**src/rtl/ddr4_bank_cmd_seq.sv**
```systemverilog
// DDR4 bank command sequencer: open-row table, PRE/ACT/RD/WR issue with tRP/tRCD/CL/CWL timing, PREA+REF refresh.
// Optional DDR4_PERF_CNT_EN builds saturating hit/empty/miss counters; otherwise perf_* are tied to 0.
module ddr4_bank_cmd_seq #(
   parameter int BG_WIDTH  = 2,
   parameter int BA_WIDTH  = 2,
   parameter int ROW_WIDTH = 17,
   parameter int COL_WIDTH = 10,
   parameter int TAG_WIDTH = 4,
   parameter int T_RP      = 16,
   parameter int T_RCD     = 16,
   parameter int T_CL      = 16,
   parameter int T_CWL     = 12,
   parameter int T_BL      = 4,
   parameter int T_RFC     = 32
) (
   input  logic                 clock,
   input  logic                 reset,
   input  logic                 req_valid,
   output logic                 req_ready,
   input  logic                 req_rw,
   input  logic [BG_WIDTH-1:0]  req_bg,
   input  logic [BA_WIDTH-1:0]  req_ba,
   input  logic [ROW_WIDTH-1:0] req_row,
   input  logic [COL_WIDTH-1:0] req_col,
   input  logic                 req_ap,
   input  logic [TAG_WIDTH-1:0] req_tag,
   input  logic                 refresh_req,
   output logic                 refresh_ack,
   output logic                 cmd_valid,
   output logic [2:0]           cmd_op,
   output logic [BG_WIDTH-1:0]  cmd_bg,
   output logic [BA_WIDTH-1:0]  cmd_ba,
   output logic [ROW_WIDTH-1:0] cmd_addr,
   output logic                 done,
   output logic [TAG_WIDTH-1:0] done_tag,
   output logic                 page_hit,
   output logic                 page_empty,
   output logic                 page_miss,
   output logic [31:0]          perf_hit,
   output logic [31:0]          perf_empty,
   output logic [31:0]          perf_miss
);
   localparam int BK_W   = BG_WIDTH + BA_WIDTH;
   localparam int NBANK  = 2**BK_W;
   localparam int RD_LAT = T_CL + T_BL;
   localparam int WR_LAT = T_CWL + T_BL;
   localparam int CNT_W  = $clog2(RD_LAT + WR_LAT + T_RP + T_RCD + T_RFC + 1);

   localparam logic [2:0] OP_NOP = 3'd0, OP_ACT = 3'd1, OP_RD = 3'd2, OP_WR = 3'd3,
                          OP_PRE = 3'd4, OP_PREA = 3'd5, OP_REF = 3'd6;

   typedef enum logic [3:0] {
      S_IDLE, S_PRE, S_WAIT_RP, S_ACT, S_WAIT_RCD, S_RW, S_WAIT_DATA,
      S_RPREA, S_RWAIT_RP, S_REF, S_RWAIT_RFC
   } state_t;

   state_t               state_q, state_d;
   logic [CNT_W-1:0]     cnt_q, cnt_d;
   logic [NBANK-1:0]     open_q, open_d;
   logic [ROW_WIDTH-1:0] row_q [NBANK];
   logic [ROW_WIDTH-1:0] row_d [NBANK];
   logic                 run_q;
   logic                 hit_q, hit_d, empty_q, empty_d, miss_q, miss_d;
   logic                 ack_q, ack_d;
   logic                 rw_q, rw_d, ap_q, ap_d;
   logic [BK_W-1:0]      bank_q, bank_d;
   logic [ROW_WIDTH-1:0] rrow_q, rrow_d;
   logic [COL_WIDTH-1:0] col_q, col_d;
   logic [TAG_WIDTH-1:0] tag_q, tag_d;

   logic                 accept, lk_open, lk_hit;
   logic [BK_W-1:0]      req_bank;
   logic [ROW_WIDTH-1:0] col_addr;

   assign req_bank = {req_bg, req_ba};
   assign accept   = req_valid && req_ready;
   assign lk_open  = open_q[req_bank];
   assign lk_hit   = lk_open && (row_q[req_bank] == req_row);

   always_ff @(posedge clock or negedge reset) begin
      if (!reset) begin
         state_q <= S_IDLE;
         cnt_q   <= '0;
      end else begin
         state_q <= state_d;
         cnt_q   <= cnt_d;
      end
   end

   // Each wait state is left when the counter reaches 1, so a load of T-1 places the next command T cycles later.
   always_comb begin
      state_d = state_q;
      cnt_d   = cnt_q;
      unique case (state_q)
         S_IDLE: begin
            if (refresh_req)
               state_d = (|open_q) ? S_RPREA : S_REF;
            else if (accept)
               state_d = !lk_open ? S_ACT : (lk_hit ? S_RW : S_PRE);
         end
         S_PRE:       begin state_d = S_WAIT_RP;  cnt_d = CNT_W'(T_RP - 1);  end
         S_ACT:       begin state_d = S_WAIT_RCD; cnt_d = CNT_W'(T_RCD - 1); end
         S_RW:        begin state_d = S_WAIT_DATA; cnt_d = rw_q ? CNT_W'(RD_LAT) : CNT_W'(WR_LAT); end
         S_RPREA:     begin state_d = S_RWAIT_RP; cnt_d = CNT_W'(T_RP - 1);  end
         S_REF:       begin state_d = S_RWAIT_RFC; cnt_d = CNT_W'(T_RFC - 1); end
         S_WAIT_RP:   begin cnt_d = cnt_q - CNT_W'(1); if (cnt_q == CNT_W'(1)) state_d = S_ACT;  end
         S_WAIT_RCD:  begin cnt_d = cnt_q - CNT_W'(1); if (cnt_q == CNT_W'(1)) state_d = S_RW;   end
         S_WAIT_DATA: begin cnt_d = cnt_q - CNT_W'(1); if (cnt_q == CNT_W'(1)) state_d = S_IDLE; end
         S_RWAIT_RP:  begin cnt_d = cnt_q - CNT_W'(1); if (cnt_q == CNT_W'(1)) state_d = S_REF;  end
         S_RWAIT_RFC: begin cnt_d = cnt_q - CNT_W'(1); if (cnt_q == CNT_W'(1)) state_d = S_IDLE; end
         default:     state_d = S_IDLE;
      endcase
   end

   always_comb begin
      open_d = open_q;
      row_d  = row_q;
      unique case (state_q)
         S_ACT:   begin open_d[bank_q] = 1'b1; row_d[bank_q] = rrow_q; end
         S_PRE:   open_d[bank_q] = 1'b0;
         S_RW:    if (ap_q) open_d[bank_q] = 1'b0;
         S_RPREA: open_d = '0;
         default: ;
      endcase
      hit_d   = accept && lk_hit;
      empty_d = accept && !lk_open;
      miss_d  = accept && lk_open && !lk_hit;
      ack_d   = (state_q == S_RWAIT_RFC) && (cnt_q == CNT_W'(1));
      rw_d    = accept ? req_rw   : rw_q;
      ap_d    = accept ? req_ap   : ap_q;
      bank_d  = accept ? req_bank : bank_q;
      rrow_d  = accept ? req_row  : rrow_q;
      col_d   = accept ? req_col  : col_q;
      tag_d   = accept ? req_tag  : tag_q;
   end

   always_ff @(posedge clock or negedge reset) begin
      if (!reset) begin
         open_q  <= '0;
         run_q   <= 1'b0;
         hit_q   <= 1'b0;
         empty_q <= 1'b0;
         miss_q  <= 1'b0;
         ack_q   <= 1'b0;
      end else begin
         open_q  <= open_d;
         run_q   <= 1'b1;
         hit_q   <= hit_d;
         empty_q <= empty_d;
         miss_q  <= miss_d;
         ack_q   <= ack_d;
      end
   end

   always_ff @(posedge clock) begin
      row_q  <= row_d;
      rw_q   <= rw_d;
      ap_q   <= ap_d;
      bank_q <= bank_d;
      rrow_q <= rrow_d;
      col_q  <= col_d;
      tag_q  <= tag_d;
   end

   always_comb begin
      col_addr     = ROW_WIDTH'(col_q);
      col_addr[10] = ap_q;
      cmd_op       = OP_NOP;
      cmd_bg       = '0;
      cmd_ba       = '0;
      cmd_addr     = '0;
      unique case (state_q)
         S_PRE:   begin cmd_op = OP_PRE; cmd_bg = bank_q[BK_W-1:BA_WIDTH]; cmd_ba = bank_q[BA_WIDTH-1:0]; end
         S_ACT:   begin
            cmd_op   = OP_ACT;
            cmd_bg   = bank_q[BK_W-1:BA_WIDTH];
            cmd_ba   = bank_q[BA_WIDTH-1:0];
            cmd_addr = rrow_q;
         end
         S_RW:    begin
            cmd_op   = rw_q ? OP_RD : OP_WR;
            cmd_bg   = bank_q[BK_W-1:BA_WIDTH];
            cmd_ba   = bank_q[BA_WIDTH-1:0];
            cmd_addr = col_addr;
         end
         S_RPREA: begin cmd_op = OP_PREA; cmd_addr[10] = 1'b1; end
         S_REF:   cmd_op = OP_REF;
         default: ;
      endcase
      cmd_valid   = (cmd_op != OP_NOP);
      done        = (state_q == S_WAIT_DATA) && (cnt_q == CNT_W'(1));
      done_tag    = done ? tag_q : '0;
      req_ready   = run_q && (state_q == S_IDLE) && !refresh_req;
      refresh_ack = ack_q;
      page_hit    = hit_q;
      page_empty  = empty_q;
      page_miss   = miss_q;
   end

`ifdef DDR4_PERF_CNT_EN
   logic [31:0] perf_hit_q, perf_hit_d, perf_empty_q, perf_empty_d, perf_miss_q, perf_miss_d;

   always_comb begin
      perf_hit_d   = perf_hit_q;
      perf_empty_d = perf_empty_q;
      perf_miss_d  = perf_miss_q;
      if (hit_q   && perf_hit_q   != 32'hFFFF_FFFF) perf_hit_d   = perf_hit_q   + 32'd1;
      if (empty_q && perf_empty_q != 32'hFFFF_FFFF) perf_empty_d = perf_empty_q + 32'd1;
      if (miss_q  && perf_miss_q  != 32'hFFFF_FFFF) perf_miss_d  = perf_miss_q  + 32'd1;
   end

   always_ff @(posedge clock or negedge reset) begin
      if (!reset) begin
         perf_hit_q   <= '0;
         perf_empty_q <= '0;
         perf_miss_q  <= '0;
      end else begin
         perf_hit_q   <= perf_hit_d;
         perf_empty_q <= perf_empty_d;
         perf_miss_q  <= perf_miss_d;
      end
   end

   assign perf_hit   = perf_hit_q;
   assign perf_empty = perf_empty_q;
   assign perf_miss  = perf_miss_q;
`else
   assign perf_hit   = '0;
   assign perf_empty = '0;
   assign perf_miss  = '0;
`endif

endmodule

```
**config.mk**
```make
export PLATFORM = sky130hd
export DESIGN_NAME = ddr4_bank_cmd_seq
export DESIGN_NICKNAME = d
export VERILOG_FILES = /design/src/rtl/ddr4_bank_cmd_seq.sv
export SDC_FILE = /design/constraint.sdc
export NUM_CORES = 1
export LEC_CHECK = 0
export BUFFER_PORTS_ARGS = -buffer_cell sky130_fd_sc_hd__buf_2
export CORE_MARGIN = 2
export CORE_UTILIZATION = 50
export CTS_BUF_LIST = sky130_fd_sc_hd__clkbuf_4
export CTS_CLUSTER_DIAMETER = 200
export DETAILED_ROUTE_END_ITERATION = 12
export PLACE_DENSITY_LB_ADDON = 0.15
export SLEW_MARGIN = 20
export SYNTH_ARGS = -nofsm -noshare
export SYNTH_HDL_FRONTEND = slang
export SYNTH_SLANG_ARGS = --single-unit
```
**constraint.sdc**
```tcl
create_clock -name clock -period 5.5 [get_ports clock]
set_input_delay 1.1 -clock clock [delete_from_list [all_inputs] [get_ports clock]]
set_output_delay 1.1 -clock clock [all_outputs]
set_load 0.02 [all_outputs]
```
# Yosys cells after proc, flatten, opt, wreduce, memory -nomap -nowiden
# Cells that the tools add are included.
# word_totals
in_bits	41
wordCells	118
out_inout_bits	131
ff_bits	341
# op_classes
n_lt_le_gt_ge	6
reduce_logical	26
muxes	32
eq_ne	18
addsub	1
n_bitwise	5
# op_table
cell	n
$bwmux 272	1
$bmux 17 s4	1
$demux 17 s4	1
$pmux 16 s4	1
$mux 17	3
$pmux 4 s10	1
$mux 4	8
$pmux 7 s4	1
$pmux 10 s2	1
$eq 17x17->1	1
$and 16x16->16	1
$eq 4x3->1 const B	4
$mux 16	1
$not 16->16	1
$or 16x16->16	1
$reduce_or 16->1	1
$pmux 3 s5	1
$eq 4x4->1 const B	3
$logic_and 1x1->1	12
$ge 5x5->1 const B	2
$lt 4x5->1 const B	2
$not 4->5	2
$mux 3	3
$eq 4x2->1 const B	2
23 further kinds	33

# Depth between registers and ports, before layout
# Gate-level depths: netlist of the first run.
# logic_depth
ltp_word	11
ltp_mapped	12
mapped_depth_nobuf	8

# Least setup slack after synthesis of the first run
# Ideal clock, no wire load.
# synth_timing
kind	in2reg
startpoint	in req_bg[0]
endpoint	reg miss_q, in the netlist page_miss
setup_time_ns	0.126
required_ns	5.374
path_buffers	4
stages	8
arrival_ns	3.399
setup_slack_ns	1.975
path_cell_list	buf_2 > buf_2 > buf_2 > buf_1 > mux2i_1 > nand4_1 > or4_4 > o311a_1
# synth_via
elab_chain_cells	8
elab_cells_between_ends	11
classes_between	1 x eq/ne; 5 x mux; 1 x bitwise; 4 x reduce/logical
# synth_rtl
item	line	source
start: declaration	21	input logic [BG_WIDTH-1:0] req_bg,
$not 4->5 (not written as such)	78	assign lk_hit = lk_open && (row_q[req_bank] == req_row);
$bmux 17 s4	78	
$mux 17 (not written as such) (2 in series)	78	
$eq 17x17->1	78	
$logic_and 1x1->1	78	
$logic_not 1->1	127	miss_d = accept && lk_open && !lk_hit;
$logic_and 1x1->1 (*)	127	
named net miss_d	63	logic hit_q, hit_d, empty_q, empty_d, miss_q, miss_d;
end signal: assignment	150	miss_q <= miss_d;
end: declaration	63	
# Mark *: on every way through the listed nets, which the timed path passes. The rest lies on a longest branch. The select of a mux whose other input is x is not followed.
# A chain may end at the register's enable or synchronous reset.

# Worst setup path in the final report of the first run
# layout_timing
startpoint	reg state_q[3]
endpoint	out cmd_addr[9]
# layout_via
elab_chain_cells	2
elab_cells_between_ends	3
classes_between	2 x eq/ne; 1 x mux
# layout_rtl
item	line	source
start: declaration	57	state_t state_q, state_d;
start signal: assignment	85	state_q <= state_d;
$eq 4x3->1 / $eq 4x2->1 (equally long branches)	172	unique case (state_q)
$pmux 10 s2 (*)	172	
end: declaration	33	output logic [ROW_WIDTH-1:0] cmd_addr,
# Mark *: on every way between the ends. The rest lies on a longest branch, timed or not.

==> results of run 1 <==
-- registers in the layout, summed over array words and instances, names as in the netlist --
| signal | count |
|---|---|
| row_q | 272 |
| rrow_q | 17 |
| open_q | 16 |
| col_q | 10 |
| cnt_q | 7 |
| bank_q | 4 |
| state_q | 4 |
| tag_q | 4 |
| ap_q | 1 |
| page_empty | 1 |
| page_hit | 1 |
| page_miss | 1 |
| refresh_ack | 1 |
| run_q | 1 |
| rw_q | 1 |
-- kinds of logic after synthesis --
family                   count (synthesis)
adder cells (fa/ha/maj)                  2
XOR/XNOR                                27
other                                    2
multiplexers                           113
AO/OA/AOI/OAI                          163
buffers and inverters                  156
AND/OR/NAND/NOR                        158
flip-flops                             341
-- power by group through the flow --
stage / clock network [mW] / registers [mW] / logic, mW
after global routing: 2.20 / 3.09 / 0.976
after global placement: 0 / 3.12 / 0.864
after detailed placement: 0 / 3.12 / 0.879
after floorplan: 0 / 3.01 / 0.779
after CTS: 2.06 / 3.07 / 0.883
final: 2.01 / 3.07 / 0.885
-- layout make-up --
type,instances,area [um2],area share
sequential,341,10100,0.610
multi-input combinational,560,4390,0.265
clock buffer,115,863,0.0522
timing repair buffer,90,493,0.0298
tap,390,488,0.0295
clock inverter,39,176,0.0107
inverter,11,41.3,0.00250
antenna,1,2.50,0.000151
-- metal layers --
metal / part of all wire / vias to the layer above
li1: - / 3859
met1: 0.42 / 4367
met2: 0.50 / 380
met3: 0.064 / 54
met4: 0.019 / 0
met5: 0 / -
-- cells in the mapped netlist, drive strengths merged (4+ instances only) --
cell type  number  area share
nor2b          13      0.0054
inv            11      0.0028
a22oi          20       0.010
nand2          33      0.0083
nor4            7      0.0029
a21oi          29      0.0097
a22o           13      0.0076
nand2b          7      0.0029
o21ai          49       0.016
nor3            9      0.0030
clkbuf         26      0.0066
mux2            6      0.0045
xnor2          18       0.011
o22ai           6      0.0025
edfxtp        309        0.62
a31oi          10      0.0042
xor2            9      0.0053
and2           13      0.0054
buf           119       0.058
mux4           54       0.082
dfrtp          32       0.053
o21a            4      0.0020
a221oi          4      0.0023
nand3          15      0.0050
nor2           48       0.012
mux2i          53       0.035
-- how the worst max path moves through the flow --
stage                        to  slack (ns)  cells past startpoint
finish              cmd_addr[9]        1.09                      6
global route        cmd_addr[1]        0.86                      5
global placement      page_miss        1.25                      7
floorplan             page_miss        1.98                      8
CTS                 cmd_addr[1]        0.99                      6
detailed placement    page_miss        1.22                      9
-- worst register-to-register path: stages (launching register included) --
cell and delay [ns]:
sky130_fd_sc_hd__dfrtp_1 0.96, sky130_fd_sc_hd__nand2_1 0.19, sky130_fd_sc_hd__nor3_2 0.18, sky130_fd_sc_hd__buf_4 0.24
sky130_fd_sc_hd__nand3_1 0.41, sky130_fd_sc_hd__nor2_4 0.84
-- metrics by stage --
stage | std cells | cell area [um2] | power [mW]
global placement | 1392 | 15500 | 3.98
floorplan | 1057 | 15400 | 3.79
detailed placement | 1392 | 15500 | 4.00
global route | 1547 | 16500 | 6.27
CTS | 1546 | 16500 | 6.01
finish | 1547 | 16500 | 5.97
-- cell usage in the layout, fill, tap and decap left out, types with 15 or more instances in the layout --
cell and n:
sky130_fd_sc_hd__conb_1 97, sky130_fd_sc_hd__clkinv_1 27, sky130_fd_sc_hd__xnor2_1 18, sky130_fd_sc_hd__buf_2 73, sky130_fd_sc_hd__a22oi_1 20, sky130_fd_sc_hd__clkbuf_4 115
sky130_fd_sc_hd__nand2_1 33, sky130_fd_sc_hd__nor2_1 32, sky130_fd_sc_hd__mux4_2 49, sky130_fd_sc_hd__buf_4 17, sky130_fd_sc_hd__nand3_1 15, sky130_fd_sc_hd__a21oi_1 29
sky130_fd_sc_hd__mux2i_1 53, sky130_fd_sc_hd__dfrtp_1 32, sky130_fd_sc_hd__edfxtp_1 309, sky130_fd_sc_hd__o21ai_0 48
==> qor.txt, run 1 <==
OUTCOME
------------------------------------------------------------------------------------
Outcome                                                                 finished, final reports clean

PWR
------------------------------------------------------------------------------------
Power density relative to cell area                                       361 nW/um2
Share of power burned in registers                                             0.515
Sw frac                                                                        0.295
Cell leakage power                                                           5.99 nW
Net switching power                                                          1.76 mW
Portion of total power attributed to combinational logic                       0.148
Maximum vdd drop                                                            0.158 mV
Relative contribution of the clock network to total power                      0.337
Internal power                                                               4.21 mW

FLOORPLAN
------------------------------------------------------------------------------------
IO Pins                                                                          172
Die outline area                                                           31400 um2
Effective utilization at floorplan                                             0.507
Placement Rows                                                                    63
Placeable core region                                                      29600 um2
Vert. Die Dim                                                                 177 um
Die extent in x                                                               177 um

SYNTH
------------------------------------------------------------------------------------
Parity-gate share of the synthesized area counting xor and xnor cells         0.0158
Area of the mapped netlist                                                 15000 um2
Synthesized instance count                                                       962
Library cells used by synthesis                                                   60
Async S/R FF share, synth                                                     0.0938
Post-synthesis mux area share                                                  0.122
Top flip-flop cell by instance count after synthesis                    sky130_fd_sc_hd__edfxtp_1
Post-Synth Simple-Gate Area                                                   0.0513
Number of flops mapped to enable cells by yosys                                  309
Post-Synthesis Mean Instance Area                                           15.6 um2
Synth warnings                                                                     0
Sequential element share of the synthesized area                               0.671
Complex-gate fraction of the synthesized area                                 0.0702
Largest family of logic cells by synthesized area                       multiplexers
Adder-cell share of the synthesized area                                     0.00167
Total of flip-flops plus latches after synthesis                                 341

WORST SETUP PATH
------------------------------------------------------------------------------------
Peak fanout along the critical path                                               16
CP Buf/Inv Count                                                                   3
Top delay family on crit path                                           buffers and inverters
Launching element of the worst setup path                                 state_q[3]
CP max stage delay                                                           0.69 ns
Cell at the slowest stage of the critical path                          sky130_fd_sc_hd__nor2_1
Reg-to-reg startpoint                                                     state_q[0]
Sort of element at the start of the critical path                           register
Cells along the critical path                                           inv_1 -> nand2_1 -> nor2_1 -> buf_4 -> a22o_1 -> buf_2
Data arrival at the endpoint of the critical path                            3.31 ns
R2R cell count                                                                     5
Capturing element type of the critical path                               output pin
Critical path class                                                     register to output pin
Critical path required time                                                  4.40 ns
FF-to-FF End                                                               row_q[26]
Register-to-register path setup slack                                        2.24 ns

TIMING
------------------------------------------------------------------------------------
Tightest Pin Transition                                                     0.966 ns
Max Clock Freq                                                             0.227 GHz
Hold Slack                                                                  0.436 ns
Final setup TNS                                                                 0 ns
Normalized max-slew margin                                                     0.354
RSZ-0062 raised after global routing                                           false
Final worst slack                                                            1.09 ns
Hold Violations, Final                                                             0
Max Transition Viols Final                                                         0
Final setup violation count                                                        0
Worst Skew                                                                 0.0538 ns
Period minus WS final                                                        4.41 ns
Period utilisation layout                                                      0.802

ROUTE
------------------------------------------------------------------------------------
Initial detailed-routing violation count                                         790
Mean routed wirelength per cell                                              22.9 um
Antenna-violating nets left                                                        0
First-pass detailed-route iteration total                                          8
Overall routed net length                                                   35400 um
Total vias in the final route                                                   8660
DRC violations left                                                                0
Via density per instance                                                        5.60

PLACED DESIGN
------------------------------------------------------------------------------------
Post-DP HPWL                                                                20900 um
Gpl congestion                                                                 0.813
Post-place setup slack                                                       1.22 ns
Count of input and output buffers                                                 75

FLOW RUN
------------------------------------------------------------------------------------
Number of violations of the max-capacitance limit                                  0

CELLS AND AREA
------------------------------------------------------------------------------------
# nets final                                                                    1134
Ratio of cells with drive above 1 in the final layout                          0.254
Core utilization of the finished layout                                        0.558
Number of filler instances in the final layout                                  2433
Syn-to-layout area delta                                                       10.1%

GLOBAL ROUTE
------------------------------------------------------------------------------------
Met2 Use GR                                                                    0.384
First-pass GRT wire length                                                  52400 um
Number of antenna violations at the first check in global routing                  1
Global routing usage on met3                                                  0.0470
Grt total ovfl                                                                     0
Met1 track utilization from global routing                                     0.307
All-Layer GR Usage                                                             0.231
Pin count of the biggest net entering global routing                              46
Number of global-route vias before repair                                       8457
Most heavily used metal layer in global routing                                 met2

CLOCKING
------------------------------------------------------------------------------------
Post-CTS Resized                                                                   0
Clock-pin transition on the worst setup and hold timing paths                0.07 ns
Setup Buffers After CTS                                                            0
Number of hold buffers added after cts                                             0
Maximum clock insertion buffer count                                               3
Clk_lat worst skew                                                           0.72 ns
Clock tree from TritonCTS                                                       done
CTS Buf Count                                                                     87
Num Clock Sinks                                                                  341
Clock root buffer                                                       sky130_fd_sc_hd__clkbuf_4
CTS H-Tree Depth                                                                   3

WORST HOLD PATH
------------------------------------------------------------------------------------
Worst hold path type                                                    input port to async pin

Note: power is estimated with default switching activity, not from simulation.
==> inputs of run 2 (changes only) <==
Clock period 5.5 ns to 4.07 ns, I/O delays scaled along.
==> run 2 against run 1 <==
Clock skew increased by 0.016 ns; count of clock-buffer cells in the layout up 32; sequential power rose by 33%; core utilization increased by 1.0 points; sequential share of layout area shrank 1.1 points; final cell count increased by 1.9%; combinational power rose by 48%; via count grew 2.3%; die area unchanged.
==> qor.txt, run 2 (synthesis gave the netlist of run 1 again) <==
OUTCOME
----------------------------------------------------------------------------------
Outcome                                                               finished, final reports clean

GLOBAL ROUTE
----------------------------------------------------------------------------------
Pin count of the biggest net entering global routing                            40   -13%
First-pass GRT wire length                                                53100 um   +1.3%
All-Layer GR Usage                                                           0.234   +0.00293
Number of antenna violations at the first check in global routing                1   unchanged
Number of global-route vias before repair                                     8576   +1.4%
Grt total ovfl                                                                   0   unchanged

CLOCKING
----------------------------------------------------------------------------------
Num Clock Sinks                                                                341   unchanged
Setup Buffers After CTS                                                          0   unchanged
Clk_lat worst skew                                                         0.73 ns   about the same
Post-CTS Resized                                                                 0   unchanged
Clock-pin transition on the worst setup and hold timing paths              0.07 ns   about the same
Maximum clock insertion buffer count                                             3   unchanged
Clock root buffer                                                     sky130_fd_sc_hd__clkbuf_4
CTS Buf Count                                                                   91   +4.6%
Number of hold buffers added after cts                                           0   unchanged
CTS H-Tree Depth                                                                 3   unchanged
Clock tree from TritonCTS                                                     done

PWR
----------------------------------------------------------------------------------
Power density relative to cell area                                     495 nW/um2   +37%
Total power                                                                8.34 mW   +40%
Net switching power                                                        2.33 mW   +33%
Portion of total power attributed to combinational logic                     0.157   +0.009
Cell leakage power                                                         6.23 nW   +4.0%
Relative contribution of the clock network to total power                    0.355   +0.018
Share of power burned in registers                                           0.488   -0.027
Internal power                                                             6.00 mW   +43%
Maximum vdd drop                                                          0.228 mV   +44%
Sw frac                                                                      0.280   -0.0147

PLACED DESIGN
----------------------------------------------------------------------------------
Placed Area                                                              15700 um2   +1.2%
Gpl congestion                                                               0.800   -1.6%
Count of input and output buffers                                               75   unchanged
Post-DP HPWL                                                              22000 um   +5.0%

FLOORPLAN
----------------------------------------------------------------------------------
Die outline area                                                         31400 um2   unchanged
Placeable core region                                                    29600 um2   unchanged
Placement Rows                                                                  63   unchanged
IO Pins                                                                        172   unchanged
Die extent in x                                                             177 um   unchanged
Vert. Die Dim                                                               177 um   unchanged
Effective utilization at floorplan                                           0.507   unchanged

CELLS AND AREA
----------------------------------------------------------------------------------
Syn-to-layout area delta                                                     12.1%
Number of filler instances in the final layout                                2421   -0.49%
Total non-filler cell area in the finished layout                        16800 um2   +1.8%
Registers with the highest flip-flop counts                           row_q x272, rrow_q x17, open_q x16
Register containing the most flip-flops in the final layout                  row_q
Flip-flop count of the largest register, all copies and words added            272   unchanged
Commonest non-fill, non-tap cell in the layout                        sky130_fd_sc_hd__edfxtp_1
Commonest cells after routing, fill and taps aside                    309 x sky130_fd_sc_hd__edfxtp_1, 147 x sky130_fd_sc_hd__clkbuf_4, 97 x sky130_fd_sc_hd__conb_1
Ratio of cells with drive above 1 in the final layout                        0.290   +0.0357
# nets final                                                                  1165   +2.7%

WORST SETUP PATH
----------------------------------------------------------------------------------
Sort of element at the start of the critical path                         register
Data arrival at the endpoint of the critical path                          2.86 ns   -0.45 ns
Critical path class                                                   register to output pin
Cell at the slowest stage of the critical path                        sky130_fd_sc_hd__nor4_1
Critical path required time                                                3.26 ns   -1.14 ns
Cells along the critical path                                         inv_1 -> nand2_1 -> nor4_1 -> and2_1 -> buf_2
Capturing element type of the critical path                             output pin
Peak fanout along the critical path                                             16   unchanged
CP max stage delay                                                         0.59 ns   -0.10 ns

FLOW RUN
----------------------------------------------------------------------------------
Number of violations of the max-capacitance limit                                0   unchanged

TIMING
----------------------------------------------------------------------------------
Final setup TNS                                                               0 ns   unchanged
Tightest Pin Transition                                                   0.810 ns   -0.156 ns
RSZ-0062 raised after global routing                                         false
Final setup violation count                                                      0   unchanged
Worst Skew                                                               0.0695 ns   +0.0157 ns
Period utilisation layout                                                    0.903
Max Clock Freq                                                           0.272 GHz
Normalized max-slew margin                                                   0.460   +0.106
Max Transition Viols Final                                                       0   unchanged
Hold Violations, Final                                                           0   unchanged
Hold Slack                                                                0.182 ns   -0.254 ns
Period minus WS final                                                      3.67 ns

ROUTE
----------------------------------------------------------------------------------
Antenna-violating nets left                                                      0   unchanged
Via density per instance                                                      5.62   +0.37%
DRC violations left                                                              0   unchanged
Initial detailed-routing violation count                                       831   +5.2%
First-pass detailed-route iteration total                                        5   -3
Overall routed net length                                                 36000 um   +1.8%
Mean routed wirelength per cell                                            22.8 um   -0.15%
Total vias in the final route                                                 8861   +2.3%

WORST HOLD PATH
----------------------------------------------------------------------------------
Worst hold path type                                                  input port to async pin

==> run 2: critical path, delay by kind of cell, from the launching register on <==
family | cells | cell delay, ns
AND/OR/NAND/NOR | 3 | 1.03
flip-flops | 1 | 0.58
buffers and inverters | 2 | 0.53
==> run 2: cell type report <==
cell class                      count  area [um2]  area share
Sequential cell                   341       10100       0.599
Multi-Input combinational cell    560        4330       0.257
Clock buffer                      147        1100      0.0656
Timing Repair Buffer              117         746      0.0443
Tap cell                          390         488      0.0290
Clock inverter                     10        46.3     0.00275
Inverter                           11        41.3     0.00245
Antenna cell                        1        2.50    0.000149
==> run 2: per-stage QoR <==
| stage | worst slack [ns] | util | instances |
|---|---|---|---|
| after floorplan | 0.831 | - | 1057 |
| after global placement | 0.317 | 0.529 | 1419 |
| after detailed placement | 0.285 | 0.529 | 1419 |
| after CTS | 0.395 | 0.568 | 1576 |
| after global routing | 0.175 | 0.568 | 1577 |
| final | 0.396 | 0.568 | 1577 |
==> run 2: power groups by stage <==
stage                     sequential [mW]  clock (mW)  combinational [mW]
after floorplan                      4.06           0                1.05
after global routing                 4.09        3.21                1.44
final                                4.07        2.96                1.31
after global placement               4.13           0                1.28
after CTS                            4.07        3.03                1.31
after detailed placement             4.14           0                1.30
==> run 2: worst paths after layout <==
path                       cells past startpoint  startpoint          end  slack, ns
max                                            5  state_q[3]  done_tag[0]       0.40
max in group asynchronous                      1       reset        run_q       3.34
min                                            1       reset    open_q[5]       0.18
max reg2reg                                    6  state_q[0]    row_q[42]       1.20
min in group clock                             1      req_ap         ap_q       0.26
min reg2reg                                    2  open_q[13]   open_q[13]       0.53
==> run 2: metal layers <==
layer / track usage / wire length (um) / up-vias
met3: 0.0511 / 2330 / 52
met4: 0.0816 / 740 / 0
met5: 0 / 0 / -
li1: - / - / 3914
met1: 0.324 / 15500 / 4519
met2: 0.369 / 17500 / 376
==> inputs of run 3 (changes only) <==
Settings changed: CORE_ASPECT_RATIO set to 0.75.
==> run 3 against run 2 <==
Register-to-register slack worse by 0.04 ns; critical path type unchanged; count of clock-buffer cells in the layout is 26 lower; sequential share of layout area rose by 0.22 points; critical endpoint is now done_tag[1].
==> qor.txt, run 3 (synthesis gave the netlist of run 1 again) <==
CELLS AND AREA
----------------------------------------------------------------------------------
Number of filler instances in the final layout                                2360   -2.5%
Registers with the highest flip-flop counts                           row_q x272, rrow_q x17, open_q x16
Commonest cells after routing, fill and taps aside                    309 x sky130_fd_sc_hd__edfxtp_1, 121 x sky130_fd_sc_hd__clkbuf_4, 97 x sky130_fd_sc_hd__conb_1
Ratio of cells with drive above 1 in the final layout                        0.277   -0.0135
# nets final                                                                  1159   -0.52%
Register containing the most flip-flops in the final layout                  row_q
Total non-filler cell area in the finished layout                        16800 um2   -0.35%
Final standard cell count with taps included and fillers excluded             1572   -0.32%
Flip-flop count of the largest register, all copies and words added            272   unchanged
Core utilization of the finished layout                                      0.572   +0.00410
Commonest non-fill, non-tap cell in the layout                        sky130_fd_sc_hd__edfxtp_1
Syn-to-layout area delta                                                     11.7%

TIMING
----------------------------------------------------------------------------------
Final worst slack                                                         0.344 ns   -0.0527 ns
Hold Slack                                                                0.204 ns   +0.0224 ns
Period minus WS final                                                      3.73 ns   +0.0527 ns
RSZ-0062 raised after global routing                                         false
Hold Violations, Final                                                           0   unchanged
Max Transition Viols Final                                                       0   unchanged
Final setup violation count                                                      0   unchanged
Tightest Pin Transition                                                    1.03 ns   +0.221 ns
Max Clock Freq                                                           0.268 GHz   -1.4%
Final setup TNS                                                               0 ns   unchanged
Normalized max-slew margin                                                   0.309   -0.151
Period utilisation layout                                                    0.916   +0.0130
Worst Skew                                                               0.0323 ns   -0.0372 ns

CLOCKING
----------------------------------------------------------------------------------
Clock root buffer                                                     sky130_fd_sc_hd__clkbuf_4
Clock-pin transition on the worst setup and hold timing paths              0.07 ns   about the same
Num Clock Sinks                                                                341   unchanged
Maximum clock insertion buffer count                                             3   unchanged
CTS Buf Count                                                                   83   -8.8%
Clock tree from TritonCTS                                                     done
Clk_lat worst skew                                                         0.70 ns   -0.03 ns
CTS H-Tree Depth                                                                 3   unchanged
Setup Buffers After CTS                                                          0   unchanged

FLOORPLAN
----------------------------------------------------------------------------------
Placement Rows                                                                  54   -14%
Die extent in x                                                             204 um   +15%
Effective utilization at floorplan                                           0.512   +0.00545
IO Pins                                                                        172   unchanged
Die outline area                                                         31400 um2   about the same
Vert. Die Dim                                                               154 um   -13%
Placeable core region                                                    29300 um2   -1.1%

GLOBAL ROUTE
----------------------------------------------------------------------------------
All-Layer GR Usage                                                           0.235   +0.000750
Grt total ovfl                                                                   0   unchanged
Pin count of the biggest net entering global routing                            41   +2.5%
First-pass GRT wire length                                                53700 um   +1.0%
Number of antenna violations at the first check in global routing                1   unchanged
Number of global-route vias before repair                                     8465   -1.3%

PWR
----------------------------------------------------------------------------------
Cell leakage power                                                         6.18 nW   -0.89%
Maximum vdd drop                                                          0.312 mV   +36%
Power density relative to cell area                                     486 nW/um2   -1.8%
Total power                                                                8.16 mW   -2.1%

WORST SETUP PATH
----------------------------------------------------------------------------------
Sort of element at the start of the critical path                         register
FF-to-FF End                                                             page_miss
Data arrival at the endpoint of the critical path                          2.91 ns   +0.05 ns
R2R cell count                                                                   6   unchanged
Capturing element type of the critical path                             output pin
Register-to-register path setup slack                                      1.16 ns   -0.04 ns
Reg-to-reg startpoint                                                   row_q[113]
Critical path class                                                   register to output pin
Launching element of the worst setup path                               state_q[3]
Peak fanout along the critical path                                             16   unchanged
Critical path required time                                                3.26 ns   about the same

PLACED DESIGN
----------------------------------------------------------------------------------
Post-place setup slack                                                    0.296 ns   +0.0109 ns
Count of input and output buffers                                               75   unchanged
Gpl congestion                                                               0.848   +6.1%
Placed Area                                                              15700 um2   +0.30%
Post-DP HPWL                                                              23100 um   +5.1%
DP Cell Count                                                                 1423   +0.28%

ROUTE
----------------------------------------------------------------------------------
Mean routed wirelength per cell                                            23.1 um   +1.4%
DRC violations left                                                              0   unchanged
Via density per instance                                                      5.69   +1.2%
Initial detailed-routing violation count                                       917   +10%
Total vias in the final route                                                 8941   +0.90%
First-pass detailed-route iteration total                                        5   unchanged
Overall routed net length                                                 36400 um   +1.1%
Antenna-violating nets left                                                      0   unchanged

WORST HOLD PATH
----------------------------------------------------------------------------------
Worst hold path type                                                  input port to async pin

OUTCOME
----------------------------------------------------------------------------------
Outcome                                                               finished, final reports clean

FLOW RUN
----------------------------------------------------------------------------------
Number of violations of the max-capacitance limit                                0   unchanged

[run 3: changes by cell type in the layout (fill, tap and decap cells not counted)]
| cell | delta |
|---|---|
| sky130_fd_sc_hd__buf_12 | +2 |
| sky130_fd_sc_hd__bufinv_16 | +1 |
| sky130_fd_sc_hd__clkbuf_4 | -26 |
| sky130_fd_sc_hd__clkinv_1 | +13 |
| sky130_fd_sc_hd__clkinv_2 | +5 |
| sky130_fd_sc_hd__clkinvlp_4 | -1 |
| sky130_fd_sc_hd__dfrtp_1 | -1 |
| sky130_fd_sc_hd__dfrtp_2 | +1 |
| sky130_fd_sc_hd__inv_6 | -1 |
| sky130_fd_sc_hd__o31ai_1 | -1 |
| sky130_fd_sc_hd__o31ai_2 | +1 |
[run 3: worst max path at each step]
stage	to	cells after the start
2_1_floorplan	page_miss	8
3_3_place_gp	page_miss	7
3_5_place_dp	page_miss	7
4_1_cts	done_tag[0]	4
5_1_grt	done_tag[1]	5
6_report	done_tag[1]	5
[run 3: worst max-delay path, stage by stage, from the launching register on]
cell,delay [ns]
sky130_fd_sc_hd__dfrtp_1,0.59
sky130_fd_sc_hd__inv_1,0.39
sky130_fd_sc_hd__nand2_1,0.25
sky130_fd_sc_hd__nor4_1,0.61
sky130_fd_sc_hd__and2_1,0.21
sky130_fd_sc_hd__buf_2,0.16
[run 3: timing repair]
| action | CTS | global route |
|---|---|---|
| endpoints found under the setup margin | 0 | 4 |
| gates resized for setup | 0 | 1 |
| hold buffers | 0 | 0 |
[run 3: power breakdown]
part / internal [mW] / leakage, nW / total [mW] / switching (mW)
Combinational: 0.461 / 2.35 / 1.28 / 0.819
Sequential: 3.92 / 3.20 / 4.11 / 0.193
Clock: 1.43 / 0.626 / 2.77 / 1.34
Total: 5.81 / 6.18 / 8.16 / 2.35
[run 3: layout make-up]
type	count	area, um2	share of cell area
flip-flops and latches	341	10100	0.601
diodes	1	2.50	0.000149
repair buffers	119	786	0.0468
clock inverters	27	134	0.00798
inverters	11	41.3	0.00246
multi-input cells	560	4330	0.258
clock buffers	121	908	0.0542
well taps	392	490	0.0292
[run 3: layer usage]
| layer | vias to the layer above | track usage | part of all wire |
|---|---|---|---|
| met1 | 4534 | 0.352 | 0.44 |
| met5 | - | 0 | 0 |
| li1 | 3908 | - | - |
| met4 | 0 | 0.0742 | 0.019 |
| met2 | 435 | 0.342 | 0.45 |
| met3 | 64 | 0.0540 | 0.083 |
